[config.mk]
export PLATFORM = sky130hd
export DESIGN_NAME = packet_check
export DESIGN_NICKNAME = d
export VERILOG_FILES = /design/src/rtl/packet_check.sv
export SDC_FILE = /design/constraint.sdc
export NUM_CORES = 1
export LEC_CHECK = 0
export CORE_MARGIN = 4
export CORE_UTILIZATION = 49
export DETAILED_ROUTE_END_ITERATION = 10
export PLACE_DENSITY_LB_ADDON = 0.05
export SKIP_LAST_GASP = 1
export SLEW_MARGIN = 40
export SYNTH_ARGS = -nofsm -noshare
export SYNTH_HDL_FRONTEND = slang
export SYNTH_SLANG_ARGS = --single-unit
[constraint.sdc]
create_clock -name sys_clk -period 4.2 [get_ports sys_clk]
set_clock_uncertainty 0.2 [all_clocks]
set_input_delay 0.84 -clock sys_clk [delete_from_list [all_inputs] [get_ports sys_clk]]
set_output_delay 0.84 -clock sys_clk [all_outputs]
set_load 0.01 [all_outputs]
[src/rtl/packet_check.sv]
// ---------------------------------------------------------------------------
// packet_check
//
// Checks a stream of fixed-pattern test packets. Each packet is a header
// beat carrying a length code H in rx_data[7:0], then one all-ones beat,
// then all-zero beats, then a 64'haaaa... tail beat marked with eop.
// The module counts closed packets, counts the ones that had an error, and
// keeps sticky flags saying which kinds of error have been seen.
//
// Ports
//   sys_clk             : single clock, everything on the rising edge
//   sys_rst             : synchronous active-high reset
//   rx_data             : 64-bit beat data, qualified by rx_data_en
//   rx_data_en          : beat valid; other rx_* inputs ignored when low
//   rx_data_sop         : first beat of a packet
//   rx_data_eop         : last beat of a packet
//   rx_data_byte_vaild  : valid-byte code of the eop beat (recorded only)
//   count_clr           : synchronous clear of counters and sticky flags
//   pkt_ok / pkt_err    : one-cycle pulse after a packet closes
//   err_flags           : sticky flags [0] orphan, [1] sop mid-packet,
//                         [2] ones mismatch, [3] zero mismatch,
//                         [4] tail mismatch, [5] length error
//   pkt_cnt / err_cnt   : closed packets / closed packets with error
//   last_byte_vaild     : byte-valid code captured at the last eop close
// ---------------------------------------------------------------------------
module packet_check #(
    parameter int CNT_W = 32
) (
    input  logic             sys_clk,
    input  logic             sys_rst,
    input  logic [63:0]      rx_data,
    input  logic             rx_data_en,
    input  logic             rx_data_sop,
    input  logic             rx_data_eop,
    input  logic [2:0]       rx_data_byte_vaild,
    input  logic             count_clr,
    output logic             pkt_ok,
    output logic             pkt_err,
    output logic [5:0]       err_flags,
    output logic [CNT_W-1:0] pkt_cnt,
    output logic [CNT_W-1:0] err_cnt,
    output logic [2:0]       last_byte_vaild
);

    localparam logic [63:0] ONES_WORD = 64'hffff_ffff_ffff_ffff;
    localparam logic [63:0] ZERO_WORD = 64'h0;
    localparam logic [63:0] TAIL_WORD = 64'haaaa_aaaa_aaaa_aaaa;

    typedef enum logic [1:0] {
        IDLE = 2'd0,
        BODY = 2'd1,
        DROP = 2'd2
    } state_t;

    state_t           r_state;
    logic [8:0]       r_beatIdx;
    logic [8:0]       r_numBeats;
    logic             r_pktErrLatch;
    logic             r_pktOk;
    logic             r_pktErr;
    logic [5:0]       r_errFlags;
    logic [CNT_W-1:0] r_pktCnt;
    logic [CNT_W-1:0] r_errCnt;
    logic [2:0]       r_lastByteVaild;

    logic [8:0]       w_hdr;
    logic [8:0]       w_hdrNumBeats;
    logic [8:0]       w_lastIdx;
    state_t           w_nextState;
    logic [8:0]       w_nextIdx;
    logic [8:0]       w_nextNumBeats;
    logic             w_nextLatch;
    logic [5:0]       w_flagSet;
    logic [1:0]       w_closeCnt;
    logic [1:0]       w_closeErrCnt;
    logic             w_eopClose;

    assign w_hdr     = {1'b0, rx_data[7:0]};
    assign w_lastIdx = r_numBeats - 9'd1;

    // Turn the header code into a beat count. The 9-bit width keeps H+121
    // (at most 220) from overflowing; the total beat count is length + 1.
    always_comb begin
        if (w_hdr < 9'd100) begin
            w_hdrNumBeats = w_hdr + 9'd121;
        end else if (w_hdr > 9'd253) begin
            w_hdrNumBeats = w_hdr - 9'd2;
        end else begin
            w_hdrNumBeats = w_hdr + 9'd1;
        end
    end

    // Decode a single beat against the current state. This block produces
    // the next state, the error bits raised by this beat, and how many
    // packets this beat closes. A sop seen inside a packet closes the old
    // packet as errored and is then handled as a fresh header. If that
    // header also has eop, one beat closes two packets, so the close
    // counts are two bits wide.
    always_comb begin
        w_nextState    = r_state;
        w_nextIdx      = r_beatIdx;
        w_nextNumBeats = r_numBeats;
        w_nextLatch    = r_pktErrLatch;
        w_flagSet      = 6'b0;
        w_closeCnt     = 2'd0;
        w_closeErrCnt  = 2'd0;
        w_eopClose     = 1'b0;

        if (rx_data_en) begin
            if (rx_data_sop) begin
                if (r_state != IDLE) begin
                    w_flagSet[1]  = 1'b1;
                    w_closeCnt    = 2'd1;
                    w_closeErrCnt = 2'd1;
                end
                if (rx_data_eop) begin
                    w_flagSet[5]  = 1'b1;
                    w_closeCnt    = w_closeCnt + 2'd1;
                    w_closeErrCnt = w_closeErrCnt + 2'd1;
                    w_eopClose    = 1'b1;
                    w_nextState   = IDLE;
                    w_nextIdx     = 9'd0;
                    w_nextLatch   = 1'b0;
                end else begin
                    w_nextState    = BODY;
                    w_nextIdx      = 9'd1;
                    w_nextNumBeats = w_hdrNumBeats;
                    w_nextLatch    = 1'b0;
                end
            end else begin
                case (r_state)
                    IDLE: begin
                        w_flagSet[0] = 1'b1;
                    end
                    BODY: begin
                        if (rx_data_eop) begin
                            if (r_beatIdx == w_lastIdx) begin
                                w_flagSet[4] = (rx_data != TAIL_WORD);
                            end else begin
                                w_flagSet[5] = 1'b1;
                            end
                            w_closeCnt    = 2'd1;
                            w_closeErrCnt = (r_pktErrLatch || (w_flagSet != 6'b0)) ? 2'd1 : 2'd0;
                            w_eopClose    = 1'b1;
                            w_nextState   = IDLE;
                            w_nextIdx     = 9'd0;
                            w_nextLatch   = 1'b0;
                        end else if (r_beatIdx == w_lastIdx) begin
                            w_flagSet[5] = 1'b1;
                            w_nextLatch  = 1'b1;
                            w_nextState  = DROP;
                        end else begin
                            if (r_beatIdx == 9'd1) begin
                                w_flagSet[2] = (rx_data != ONES_WORD);
                            end else begin
                                w_flagSet[3] = (rx_data != ZERO_WORD);
                            end
                            w_nextLatch = r_pktErrLatch || (w_flagSet != 6'b0);
                            w_nextIdx   = r_beatIdx + 9'd1;
                        end
                    end
                    DROP: begin
                        if (rx_data_eop) begin
                            w_closeCnt    = 2'd1;
                            w_closeErrCnt = 2'd1;
                            w_eopClose    = 1'b1;
                            w_nextState   = IDLE;
                            w_nextIdx     = 9'd0;
                            w_nextLatch   = 1'b0;
                        end
                    end
                    default: begin
                        w_nextState = IDLE;
                    end
                endcase
            end
        end
    end

    // State register plus all registered outputs. count_clr only touches
    // the statistics: the packet walk carries on, and any close or flag
    // that lands in the same cycle as the clear is dropped.
    always_ff @(posedge sys_clk) begin
        if (sys_rst) begin
            r_state         <= IDLE;
            r_beatIdx       <= 9'd0;
            r_numBeats      <= 9'd0;
            r_pktErrLatch   <= 1'b0;
            r_pktOk         <= 1'b0;
            r_pktErr        <= 1'b0;
            r_errFlags      <= 6'b0;
            r_pktCnt        <= '0;
            r_errCnt        <= '0;
            r_lastByteVaild <= 3'b0;
        end else begin
            r_state       <= w_nextState;
            r_beatIdx     <= w_nextIdx;
            r_numBeats    <= w_nextNumBeats;
            r_pktErrLatch <= w_nextLatch;
            if (count_clr) begin
                r_pktOk         <= 1'b0;
                r_pktErr        <= 1'b0;
                r_errFlags      <= 6'b0;
                r_pktCnt        <= '0;
                r_errCnt        <= '0;
                r_lastByteVaild <= 3'b0;
            end else begin
                r_pktOk    <= (w_closeCnt != 2'd0) && (w_closeErrCnt == 2'd0);
                r_pktErr   <= (w_closeErrCnt != 2'd0);
                r_errFlags <= r_errFlags | w_flagSet;
                r_pktCnt   <= r_pktCnt + CNT_W'(w_closeCnt);
                r_errCnt   <= r_errCnt + CNT_W'(w_closeErrCnt);
                if (w_eopClose) begin
                    r_lastByteVaild <= rx_data_byte_vaild;
                end
            end
        end
    end

    assign pkt_ok          = r_pktOk;
    assign pkt_err         = r_pktErr;
    assign err_flags       = r_errFlags;
    assign pkt_cnt         = r_pktCnt;
    assign err_cnt         = r_errCnt;
    assign last_byte_vaild = r_lastByteVaild;

endmodule
* Word-level counts from Yosys, hierarchy flattened
Index checks and enable logic that the tools add are counted. Widths: inputs -> output; s select.
Word-level totals: bits in registers 96, bits of input ports 73, output and inout port bits 75
Cells by class: $add $sub $neg 8, order comparisons 2, equality and inequality tests 10, muxes and demuxes 71, bitwise gates (word level) 2, reduce and logical (&&, ||, !) cells 18
Operator list (count):
- $ne 64x64->1 const B | 2
- $add 32x2->32 | 2
- $reduce_bool 64->1 | 1
- $mux 9 | 6
- $mux 1 | 45
- $mux 2 | 13
- $pmux 9 s2 | 1
- $reduce_bool 2->1 | 5
- $add 8x1->9 const B | 1
- $add 8x7->9 const B | 1
- $add 9x1->9 const B | 1
- $eq 9x1->1 const B | 1
- $eq 9x9->1 | 1
- $sub 8x2->9 const B | 1
- $sub 9x1->9 const B | 1
- $gt 8x8->1 const B | 1
- $lt 8x7->1 const B | 1
- $ne 4x4->1 const B | 2
- $reduce_and 4->1 | 2
- $mux 6 | 1
- $or 6x6->6 | 1
- $pmux 2 s3 | 1
- $reduce_and 3->1 | 2
- $logic_not 2->1 | 2
- 13 further kinds | 16

* Longest topological paths before layout
Gate-level depths: netlist (run 1).
depth in word-level cells 16, gate-level depth with buffers 16, mapped depth without buffers 15

* Least setup slack after synthesis (run 1)
No wires, ideal clock.
kind reg2reg, start register r_numBeats[0], end register r_errCnt[16] (netlist: err_cnt[16]), setup time 0.128 ns, arrival 3.414 ns, data required time 3.872 ns, path slack 0.458 ns, stages on the path, launching flop included 17, path buffers 1, period minus slack after synthesis 3.742 ns, cells stage by stage dfxtp_1 -> inv_1 -> ha_1 -> nor3b_2 -> a221oi_2 -> o21bai_1 -> or4_1 -> buf_2 -> o31ai_1 -> a21boi_0 -> ha_1 -> a21oi_1 -> nor3_1 -> and2_1 -> nand3_1 -> xor2_1 -> nor2_1
On the way: cells in the longest elaborated chain, start to end 15, elaborated cells between the ends (all ways) 20, classes of those cells 2 x add/sub; 1 x eq/ne; 15 x mux; 2 x reduce/logical
RTL lines:
- from (decl) | RTL line 57 | logic [8:0] r_numBeats;
- from (signal assigned) | RTL line 198 | r_numBeats <= w_nextNumBeats;
- $sub 9x1->9 (*) | RTL line 79 | assign w_lastIdx = r_numBeats - 9'd1;
- $eq 9x9->1 (*) | RTL line 137 | if (r_beatIdx == w_lastIdx) begin
- $mux 1 | RTL line 137
- $mux 1 | RTL line 136 | if (rx_data_eop) begin
- $mux 1 | RTL line 131 | case (r_state)
- $mux 1 | RTL line 110 | if (rx_data_sop) begin
- $mux 1 | RTL line 109 | if (rx_data_en) begin
- $reduce_bool 2->1 (*) | RTL line 143 | w_closeErrCnt = (r_pktErrLatch || (w_flagSet != 6'b0)) ? 2'd1 : 2'd0;
- $logic_or 1x1->1 (*) | RTL line 143
- $mux 1 (*) | RTL line 143
- $mux 1 (*) | RTL line 136
- $pmux 1 s2 (*) | RTL line 131
- $mux 2 (*) | RTL line 110
- $mux 2 (*) | RTL line 109
- $add 32x2->32 (*) | RTL line 212 | r_errCnt <= r_errCnt + CNT_W'(w_closeErrCnt);
- to (signal assigned) | RTL line 212
- to (decl) | RTL line 63 | logic [CNT_W-1:0] r_errCnt;
Every way passes the cells marked *; elsewhere a longest branch is shown, timed or not. The select of a mux whose other input is x is not followed. A chain may end at the register's enable or synchronous reset.

* Worst setup path after layout (run 1)
start register r_numBeats[0], end register r_errCnt[20] (netlist: err_cnt[20])
The elaborated chain is that of the path after synthesis.

==> results of run 1 <==
-- through the flow --
stage / cells / hold slack (ns) / TNS [ns] / setup slack, ns
2_1_floorplan: 654 / 0.241 / 0 / 0.458
3_3_place_gp: 934 / 0.245 / -0.0549 / -0.0279
3_5_place_dp: 934 / 0.254 / -0.236 / -0.0553
4_1_cts: 950 / 0.277 / 0 / 0.276
5_1_grt: 950 / 0.302 / 0 / 0.00227
6_report: 950 / 0.272 / 0 / 0.271
-- per-layer routing --
metal,share of wire,GRT usage
met1,0.41,0.283
met2,0.48,0.410
met3,0.077,0.0604
met4,0.029,0.0905
met5,0,0
-- worst max-delay path, cell delays in order, from the launching register on --
cell and delay [ns]:
dfxtp_1 0.42, inv_1 0.07, ha_1 0.26, nor3b_2 0.20, a221oi_2 0.33, o21bai_1 0.15, or4_1 0.58, o31ai_1 0.26
buf_4 0.15, a21boi_0 0.11, ha_1 0.21, a21oi_1 0.20, nor3_1 0.12, and2_1 0.23, nand3_1 0.13, xor2_1 0.16
nor2_1 0.05
-- flip-flops by register name, summed over array words and instances, names as in the netlist --
register and flops:
r_state 2, err_flags 6, pkt_cnt 32, pkt_err 1, pkt_ok 1, last_byte_vaild 3
r_numBeats 9, r_beatIdx 9, err_cnt 32, r_pktErrLatch 1
-- final timing paths --
kind / slack (ns) / cells past startpoint / end
worst min register to register: 0.27 / 2 / err_flags[3]
worst max-delay path: 0.27 / 16 / err_cnt[20]
worst min-delay path: 0.27 / 2 / err_flags[3]
worst max register to register: 0.27 / 16 / err_cnt[20]
-- synth_stat cells, types with 2 or more instances --
| cell | number |
|---|---|
| o21a_1 | 2 |
| mux2i_1 | 11 |
| a211oi_1 | 8 |
| clkbuf_1 | 25 |
| o211ai_1 | 3 |
| nor3b_1 | 2 |
| nor4_1 | 22 |
| o311a_1 | 4 |
| nand2_1 | 57 |
| o2bb2ai_1 | 2 |
| o21ai_0 | 18 |
| or4_1 | 5 |
| nand2b_1 | 8 |
| and4_1 | 9 |
| nor3_1 | 19 |
| buf_2 | 2 |
| nor4_2 | 2 |
| a2bb2oi_1 | 2 |
| xor2_1 | 31 |
| a21oi_1 | 26 |
| and3_1 | 10 |
| inv_1 | 20 |
| dfxtp_1 | 96 |
| nor2_1 | 87 |
| nand3_1 | 33 |
| nand4_1 | 30 |
| or2_2 | 3 |
| and2_1 | 10 |
| xnor2_1 | 34 |
| nor2b_1 | 3 |
| or3_1 | 16 |
| a21o_1 | 2 |
| a31oi_1 | 8 |
| o31ai_1 | 3 |
| and4b_1 | 2 |
| o21ai_1 | 2 |
| ha_1 | 18 |
| o221ai_1 | 2 |
-- cell type report --
cell class	count	area (um^2)
multi-input cells	509	3210
fillers	871	3160
flip-flops and latches	96	1920
repair buffers	173	1670
well taps	136	170
clock inverters	6	138
clock buffers	10	128
inverters	20	75.1
-- power by group through the flow --
stage / clock [mW] / combinational, mW / sequential [mW]
2_1_floorplan: 0 / 0.107 / 0.945
3_3_place_gp: 0 / 0.222 / 0.947
3_5_place_dp: 0 / 0.228 / 0.947
4_1_cts: 0.807 / 0.229 / 0.926
5_1_grt: 0.840 / 0.251 / 0.928
6_report: 0.795 / 0.230 / 0.926
-- logic make-up after synthesis --
group	count (synthesis)	share of synthesized area
AO/OA/AOI/OAI	90	0.109
XOR/XNOR	66	0.111
adder cells (fa/ha/maj)	19	0.0461
buffers and inverters	49	0.0365
flip-flops	96	0.361
multiplexers	12	0.0228
AND/OR/NAND/NOR	322	0.313
==> out/metrics.yaml, run 1 <==
status: "complete, no violations"
synth_cell_types: 55
critPathLaunch: "r_numBeats[0]"
die_x_um: 112
r2r-start: "r_numBeats[0]"
worstHoldStart: "err_flags[3]"
die_area_um2: 12600
leakagePower_nw: 2.49
dr.pass1.iters: 5
mostFrequentLayoutCells: "clkdlybuf4s50_1, dfxtp_1, nor2_1"
synth_top_flop_cell: "dfxtp_1"
criticalPathCategory: "reg2reg"
std_cell_rows: 37
worstPathRequired_ns: 4.25
seq_area_frac_synth: 0.361
core_um2: 10500
syn_area_um2: 5320
grt_pass1_vias: 5299
io-pin-count: 148
grt_max_degree: 46
p_per_area_nw_per_um2: 267
yosysWarnings: 0
ant_nets: 0
cap_violations: 0
max-clock-path-buffers: 2
port_buffers: 147
synth_edf_count: 0
die_h_um: 112
hold_viol_final: 0
finalPower_mw: 1.95
gp_congestion: 0.905
fmax_mhz: 254
async_reset_ff_frac: 0
cts_tree: "built"
seq_power_share: 0.475
areaGrowthSynthToFinish_pct: 37.4
switching_power_mw: 0.450
ys_seq_elements: 96
mostFrequentLayoutCell: "clkdlybuf4s50_1"
switching_share: 0.231
p_clk_frac: 0.408
grt_pass1_wl_mm: 25.0
fin_crit_ns: 3.93
worst_ep_arrival_time_ns: 3.98
grt_usage: 0.237
design_area_um2: 7300
via_per_inst: 5.70
initial_utilization: 0.508
path_max_fanout: 6
post_cts_buffers: 0
peakVddDrop_uv: 183
grt.overflow.total: 0
drive_gt1_frac: 0.0639
n_antenna_cell: 0
synth.top_cell.area_share: 0.361
p_int_mw: 1.50
fin_crit_sh: 0.936
finalWirelength_mm: 14.9
drt_iter0_drc: 321
tightest_slew_ns: 0.728
cts-resized-gates: 0
netlist_instances: 654
vias: 5414
antenna_found_initial: 0
path_clk_slew_ns: 0.09
drc: 0
startpoint_type: "flip-flop"
synth_area_leaders: "dfxtp_1, nor2_1, xnor2_1"
cts_root_buf: "clkbuf_8"
place_area_um2: 7030
setup_viol: 0
hpwl_mm: 11.5
max_slew_margin: 0.513
clk_latency_ns: 0.37
finalNetCount: 901
comb_power_share: 0.118
drv_slew: 0
min_path_type: "reg2reg"
setup.worst_path.end_class: "flip-flop"
cts_inserted_buffers: 9
synth.net_count: 746
yosysTopAreaCell: "dfxtp_1"
numClockSinks: 96
synth_area_per_cell_um2: 8.13
htree_levels: 3
wl_per_cell_um: 15.7
rsz0062_at_grt: "no"
hold_buffers: 0
fin_util: 0.698
Power figures use the tool's default switching activity.
==> inputs of run 2 (changes only) <==
--- a/config.mk
+++ b/config.mk
@@ -5,6 +5,7 @@
 export SDC_FILE = /design/constraint.sdc
 export NUM_CORES = 1
 export LEC_CHECK = 0
+export CAP_MARGIN = 30
 export CORE_MARGIN = 4
 export CORE_UTILIZATION = 49
 export DETAILED_ROUTE_END_ITERATION = 10
==> results of run 2 <==
The final DEF is identical to that of run 1; final timing and power are the same.
==> inputs of run 3 (changes only) <==
--- a/config.mk
+++ b/config.mk
@@ -10,6 +10,7 @@
 export CORE_UTILIZATION = 49
 export DETAILED_ROUTE_END_ITERATION = 10
 export PLACE_DENSITY_LB_ADDON = 0.05
+export RECOVER_POWER = 100
 export SKIP_LAST_GASP = 1
 export SLEW_MARGIN = 40
 export SYNTH_ARGS = -nofsm -noshare
==> out/metrics.yaml, run 3 (synthesis results as in run 1) <==
status: "complete, no violations"
path_clk_slew_ns: 0.09  # about the same
htree_levels: 3  # unchanged
grt.overflow.total: 0  # unchanged
leakagePower_nw: 2.72  # +9.4%
max_slew_margin: 0.0612  # -0.452
hold_buffers: 0  # unchanged
die_h_um: 112  # unchanged
cap_violations: 0  # unchanged
post_cts_buffers: 0  # unchanged
fin_crit_ns: 3.93  # -0.00323 ns
grtUsageMet1: 0.283  # unchanged
core_um2: 10500  # unchanged
cts-resized-gates: 0  # unchanged
gp_congestion: 0.905  # unchanged
finalNetCount: 901  # unchanged
setup.worst_path.end_class: "flip-flop"
setup_viol: 0  # unchanged
fmax_mhz: 255  # about the same
pre_cts_slack_ns: -0.0553  # unchanged
place_inst: 934  # unchanged
finalPower_mw: 1.95  # -0.27%
mostFrequentLayoutCell: "dfxtp_1"
vias: 5366  # -0.89%
grt_use_met2: 0.410  # unchanged
finalWirelength_mm: 14.8  # -0.43%
instances_no_fill: 950  # unchanged
fin_util: 0.695  # -0.00287
tightest_slew_ns: 1.41  # +0.681 ns
initial_utilization: 0.508  # unchanged
io-pin-count: 148  # unchanged
std_cell_rows: 37  # unchanged
worst_ep_arrival_time_ns: 3.98  # about the same
grt_usage: 0.237  # unchanged
cts_tree: "built"
drt_iter0_drc: 332  # +3.4%
startpoint_type: "flip-flop"
grt_max_degree: 46  # unchanged
grt_pass1_vias: 5299  # unchanged
drc: 0  # unchanged
ant_nets: 0  # unchanged
dr.pass1.iters: 5  # unchanged
hold_ws_ns: 0.270  # -0.00229 ns
die_area_um2: 12600  # unchanged
layout_setup_ws_ns: 0.274  # +0.00323 ns
via_per_inst: 5.65  # -0.89%
numClockSinks: 96  # unchanged
fin_crit_sh: 0.935  # about the same
n_antenna_cell: 0  # unchanged
cts_root_buf: "clkbuf_8"
port_buffers: 147  # unchanged
min_path_type: "reg2reg"
path_max_fanout: 6  # unchanged
cts_inserted_buffers: 9  # unchanged
areaGrowthSynthToFinish_pct: 36.8
worstPathRequired_ns: 4.25  # about the same
top_usage_layer: "met2"
rsz0062_at_grt: "no"
wl_per_cell_um: 15.6  # -0.43%
peakVddDrop_uv: 183  # about the same
clk_latency_ns: 0.38  # about the same
antenna_found_initial: 0  # unchanged
hold_viol_final: 0  # unchanged
grt_use_met3: 0.0604  # unchanged
mostFrequentLayoutCells: "dfxtp_1, nor2_1, dlygate4sd3_1"
criticalPathCategory: "reg2reg"
drv_slew: 0  # unchanged
die_x_um: 112  # unchanged
drive_gt1_frac: 0.0528  # -0.0111
hpwl_mm: 11.5  # unchanged
max-clock-path-buffers: 2  # unchanged
p_per_area_nw_per_um2: 267  # +0.14%
grt_pass1_wl_mm: 25.0  # unchanged
run 3: metal layers:
layer  share of wire  wire, um
met4           0.031       465
met3           0.076      1130
met5               0         0
met1            0.41      6140
met2            0.48      7090
run 3: final timing paths:
check	from	to	slack [ns]	depth (start not counted)
worst max-delay path	r_numBeats[0]	err_cnt[20]	0.27	16
worst max register to register	r_numBeats[0]	err_cnt[20]	0.27	16
worst min register to register	err_flags[3]	err_flags[3]	0.27	2
worst min-delay path	err_flags[3]	err_flags[3]	0.27	2
run 3: layout make-up:
type                       instances  area (um^2)
sequential                        96         1920
clock inverter                     6          138
clock buffer                      10          128
timing repair buffer             173         1640
inverter                          20         75.1
tap                              136          170
multi-input combinational        509         3210
fill                             881         3190
run 3: power by group:
group          total, mW  leakage (nW)  switching, mW  internal (mW)
combinational      0.226          1.82          0.106          0.119
sequential         0.926         0.774        0.00890          0.917
clock              0.794         0.131          0.334          0.460
total               1.95          2.72          0.449           1.50
run 3: stage by stage:
step | setup TNS [ns] | instance area [um^2]
after global routing | 0 | 7270
after CTS | 0 | 7300
after global placement | -0.0549 | 7030
after detailed placement | -0.236 | 7030
final | 0 | 7270
after floorplan | 0 | 5320
run 3: worst max-delay path, cell delays in order, from the launching register on:
cell and delay, ns:
dfxtp_1 0.43, inv_1 0.07, ha_1 0.26, nor3b_2 0.20, a221oi_2 0.33, o21bai_1 0.15, or4_1 0.58, o31ai_1 0.26
buf_4 0.15, a21boi_0 0.11, ha_1 0.21, a21oi_1 0.20, nor3_1 0.12, and2_1 0.23, nand3_1 0.12, xor2_1 0.15
nor2_1 0.05
